## config.mk

```make
export PLATFORM = sky130hd
export DESIGN_NAME = truth_table_sequencer
export DESIGN_NICKNAME = d
export VERILOG_FILES = /design/src/rtl/truth_table_sequencer.sv
export SDC_FILE = /design/constraint.sdc
export NUM_CORES = 1
export LEC_CHECK = 0
export ABC_AREA = 0
export BUFFER_PORTS_ARGS = -buffer_cell sky130_fd_sc_hd__buf_2
export CAP_MARGIN = 20
export CORE_UTILIZATION = 45
export CTS_CLUSTER_SIZE = 30
export DETAILED_ROUTE_END_ITERATION = 12
export HOLD_SLACK_MARGIN = 0.15
export PLACE_DENSITY = 0.68
export SYNTH_ARGS = -nofsm -noshare
export SYNTH_HDL_FRONTEND = slang
export SYNTH_SLANG_ARGS = --single-unit
```

## constraint.sdc

```tcl
create_clock -name clk -period 2.6 [get_ports clk]
set_input_delay 0.13 -clock clk [delete_from_list [all_inputs] [get_ports clk]]
set_output_delay 0.13 -clock clk [all_outputs]
set_load 0.05 [all_outputs]
```

## src/rtl/truth_table_sequencer.sv

```systemverilog
// Truth-table sequencer: steps a 3-input combinational block through all
// eight input vectors, waits SETTLE cycles per vector, samples f, and
// compares the captured table against a latched golden table.
module truth_table_sequencer #(
   parameter int unsigned SETTLE = 2
) (
   input  logic       clk,
   input  logic       rst_n,
   input  logic       start,
   input  logic       abort,
   input  logic [7:0] expected,
   input  logic       f,
   output logic       x1,
   output logic       x2,
   output logic       x3,
   output logic       busy,
   output logic       done,
   output logic [7:0] table_out,
   output logic       mismatch,
   output logic [2:0] err_index
);

   typedef enum logic [1:0] {
      S_IDLE,
      S_DRIVE,
      S_SAMPLE,
      S_DONE
   } state_e;

   localparam logic [3:0] SETTLE_LAST = 4'(SETTLE - 1);

   state_e     state_q, state_d;
   logic [2:0] idx_q, idx_d;
   logic [3:0] cnt_q, cnt_d;
   logic [7:0] exp_q, exp_d;
   logic [7:0] work_q, work_d;
   logic [7:0] table_q, table_d;
   logic       mismatch_q, mismatch_d;
   logic [2:0] err_q, err_d;

   logic [7:0] final_tbl;
   logic [7:0] diff;
   logic [2:0] first_diff;

   // Completed table as it will look after the current sample, and its
   // lowest differing bit against the latched golden table.
   always_comb begin
      final_tbl        = work_q;
      final_tbl[idx_q] = f;
      diff             = final_tbl ^ exp_q;
      first_diff       = '0;
      for (int unsigned i = 8; i > 0; i--) begin
         if (diff[i-1]) first_diff = 3'(i - 1);
      end
   end

   // Next-state and datapath updates; abort takes priority over sampling.
   always_comb begin
      state_d    = state_q;
      idx_d      = idx_q;
      cnt_d      = cnt_q;
      exp_d      = exp_q;
      work_d     = work_q;
      table_d    = table_q;
      mismatch_d = mismatch_q;
      err_d      = err_q;
      unique case (state_q)
         S_IDLE: begin
            if (start && !abort) begin
               exp_d   = expected;
               idx_d   = '0;
               cnt_d   = '0;
               work_d  = '0;
               state_d = S_DRIVE;
            end
         end
         S_DRIVE: begin
            if (abort) begin
               state_d = S_IDLE;
            end else if (cnt_q == SETTLE_LAST) begin
               state_d = S_SAMPLE;
            end else begin
               cnt_d = cnt_q + 4'd1;
            end
         end
         S_SAMPLE: begin
            if (abort) begin
               state_d = S_IDLE;
            end else begin
               work_d = final_tbl;
               if (idx_q == 3'd7) begin
                  table_d    = final_tbl;
                  mismatch_d = |diff;
                  err_d      = first_diff;
                  state_d    = S_DONE;
               end else begin
                  idx_d   = idx_q + 3'd1;
                  cnt_d   = '0;
                  state_d = S_DRIVE;
               end
            end
         end
         S_DONE: begin
            state_d = S_IDLE;
         end
         default: state_d = S_IDLE;
      endcase
   end

   // State and datapath registers with asynchronous active-low reset.
   always_ff @(posedge clk or negedge rst_n) begin
      if (!rst_n) begin
         state_q    <= S_IDLE;
         idx_q      <= '0;
         cnt_q      <= '0;
         exp_q      <= '0;
         work_q     <= '0;
         table_q    <= '0;
         mismatch_q <= 1'b0;
         err_q      <= '0;
      end else begin
         state_q    <= state_d;
         idx_q      <= idx_d;
         cnt_q      <= cnt_d;
         exp_q      <= exp_d;
         work_q     <= work_d;
         table_q    <= table_d;
         mismatch_q <= mismatch_d;
         err_q      <= err_d;
      end
   end

   // Moore outputs decoded from the state register.
   always_comb begin
      busy         = (state_q == S_DRIVE) || (state_q == S_SAMPLE);
      done         = (state_q == S_DONE);
      {x1, x2, x3} = busy ? idx_q : 3'b000;
   end

   assign table_out = table_q;
   assign mismatch  = mismatch_q;
   assign err_index = err_q;

endmodule

```

==> qor.csv <==
stage;metric;value;unit
logic_synthesis;synth_seq_cells;37;
grt;grt_pass1_wl;5980;um
place;dpl_cell_area;0.00213;sq mm
clocking;insertion_delay;0.29;ns
clocking;ctsResizeCount;0;
route;vias_per_cell;5.17;
route;highest_layer;met4;
cells_and_area;nets;253;
flow_run;drv_cap;0;
critical_path;crit_required;2.77;ns
cells_and_area;finalNonFillerCells;282;
floorplanning;rows;23;
cells_and_area;insertedDiodeCount;0;
route;ant_nets;0;
cells_and_area;drive_gt1_frac;0.224;
route;post_drt_wl_per_cell;13.0;um
grt;antenna_found_initial;0;
hold_path;hp-class;in2reg;
cells_and_area;fillers;380;
logic_synthesis;syn-num-nets;216;
timing;worst_slew_pin_slew;0.809;ns
route;wl_met3;118;um
logic_synthesis;ys.flop_type;dfrtp_1;
logic_synthesis;synth-edff-count;0;
clocking;cts_sinks;37;
critical_path;crit_type;reg2reg;
power;irDropWorstVdd;0.378;mV
place;placedCellCount;265;
logic_synthesis;ys.warnings.count;0;
logic_synthesis;synth_seq_area_share;0.470;
critical_path;worstPathMaxFanout;12;
power;leakagePower;1.10;nW
timing;hold_viol_final;0;
grt;grt_max_degree;38;
timing;setup_viol;0;
cells_and_area;postLayoutCellArea;0.00232;sq mm
grt;grt_pass1_vias;1346;
route;dr.first_iter.drc_count;47;
grt;grt_overflow;0;
place;dpl_worst_slack;0.467;ns
critical_path;cp.depth;8;
grt;track_usage;0.178;
critical_path;reg2reg_depth;8;
cells_and_area;final_core_util;0.569;
floorplanning;die-area;0.00465;sq mm
floorplanning;die_w;68.2;um
timing;tns;0;ns
timing;fin_hold_ws;0.184;ns
route;vias;1459;
timing;timing.fmax;0.468;GHz
place;io_buffers;29;
route;route.met2.wl;1700;um
clocking;root_buffer;clkbuf_8;
place;gp_congestion;0.748;
power;total_power;1.94;mW
critical_path;cp_num_buf_inv;0;
clocking;cts_tree;done;
timing;grt_setup_unrepaired;no;
clocking;h-tree-depth;2;
logic_synthesis;async_reset_ff_frac;1.00;
critical_path;startpoint_type;flop;
place;post-dp-hpwl;2590;um
clocking;clockBufferDepth;2;
logic_synthesis;netlist_instances;195;
power;powerDensity;836;mW/mm^2
clocking;clkTransAtPathRegs;0.07;ns
timing;skew;0.00641;ns
cells_and_area;area_delta_synth_final;18.0;%
critical_path;crit_arrival;2.31;ns
timing;period_share;0.822;
logic_synthesis;post_synth.cell_area_avg;10.1;sq um
critical_path;crit_path_top_delay_cell;dfrtp_1;
critical_path;cpMostUsedCell;ha_1;
route;wl_met1;1790;um
critical_path;cp-end-kind;flop;
status;status;finished clean;
route;wl;3670;um
timing;drv_slew;0;
critical_path;max_stage_delay;0.49;ns
floorplanning;coreArea;0.00409;sq mm
hold_path;hold_path_depth;3;
floorplanning;die_h;68.2;um
timing;slew_headroom;0.461;
timing;post-route-min-period;2.14;ns
route;drtPass1Iterations;4;
clocking;cts-buffers-inserted;5;
critical_path;cp_top_family;compound AO/OA/AOI/OAI gates;
logic_synthesis;netlist-cell-type-count;36;
timing;timing.final.ws_setup;0.463;ns
floorplanning;initial_core_util;0.482;
critical_path;cp_cell_sequence;ha_1 -> ha_1 -> o21a_1 -> a211oi_1 -> and2_1 -> nand4_1 -> xor2_1 -> nor2_1;
route;drc;0;
floorplanning;ioPinCount;30;
logic_synthesis;syn_area;0.00197;sq mm
cells in the mapped netlist, drive strengths merged, types with 6 or more instances:
cell type,number,share of area
dfrtp,37,0.47
nand2,22,0.043
o21ai,14,0.036
a21oi,11,0.028
inv,11,0.021
mux2i,9,0.046
ha,8,0.051
mux2,8,0.046
o22ai,8,0.025
clkbuf,7,0.013
and2,6,0.019
nor2,6,0.011
xnor2,6,0.027
xor2,6,0.027
repair_timing:
action                                 in CTS  in global routing
hold buffers                               10                  0
setup buffers                               0                  0
endpoints found under the hold margin      46                  0
kinds of logic after synthesis:
group,share of synthesized area
AND/OR/NAND/NOR,0.154
AO/OA/AOI/OAI,0.134
flip-flops,0.470
buffers and inverters,0.0464
multiplexers,0.0915
XOR/XNOR,0.0534
adder cells (fa/ha/maj),0.0508
where the power goes:
part / total, mW / internal (mW) / switching (mW)
sequential: 0.789 / 0.688 / 0.101
combinational: 0.744 / 0.307 / 0.437
clock: 0.409 / 0.209 / 0.200
total: 1.94 / 1.20 / 0.738
layout by cell type, fill, tap and decap left out, types with 2 or more instances in the layout:
cell / synthesis / routed
and2_1: 6 / 6
nand2b_1: 3 / 3
nand3b_1: 4 / 4
xor2_1: 6 / 6
a32o_1: 2 / 2
nor3_1: 2 / 2
inv_1: 11 / 11
nor2b_1: 4 / 4
mux2i_1: 9 / 9
buf_2: 1 / 29
nand3_1: 2 / 2
clkbuf_8: 0 / 6
mux2_2: 8 / 8
nor2_1: 6 / 6
dlygate4sd3_1: 0 / 10
nand2_1: 21 / 21
o22ai_1: 8 / 8
xnor2_1: 6 / 6
o21ai_0: 14 / 14
dfrtp_1: 37 / 37
o31ai_1: 2 / 2
ha_1: 8 / 8
or2_2: 3 / 3
a21oi_1: 11 / 11
nor3b_1: 2 / 2
worst paths after layout:
path | slack (ns) | to | startpoint
max in group asynchronous | 1.63 | state_q[0] | rst_n
min reg2reg | 0.47 | table_out[0] | table_out[0]
min in group asynchronous | 0.46 | mismatch | rst_n
min | 0.18 | work_q[0] | f
max reg2reg | 0.46 | cnt_q[3] | idx_q[0]
max | 0.46 | cnt_q[3] | idx_q[0]
routing by layer:
layer / vias to the layer above / track usage
met4: 0 / 0.0703
li1: 743 / -
met2: 24 / 0.276
met5: - / 0
met3: 5 / 0.0550
met1: 687 / 0.229
sequential cells by signal, indices dropped and copies added (netlist names):
register,flops
err_index,3
mismatch,1
cnt_q,4
exp_q,8
idx_q,3
state_q,2
work_q,8
table_out,8
cell type report:
type | instances | area [sq um] | share of cell area
clock inverters | 1 | 7.51 | 0.00323
multi-input cells | 137 | 952 | 0.410
repair buffers | 40 | 253 | 0.109
inverters | 11 | 41.3 | 0.0178
clock buffers | 6 | 82.6 | 0.0355
well taps | 50 | 62.6 | 0.0269
flip-flops and latches | 37 | 926 | 0.398
tightest hold or removal path, cell delays in order:
cell and delay (ns):
buf_2 0.17, nand3_1 0.09, nand2_1 0.05
(Power assumes the default switching activity.)
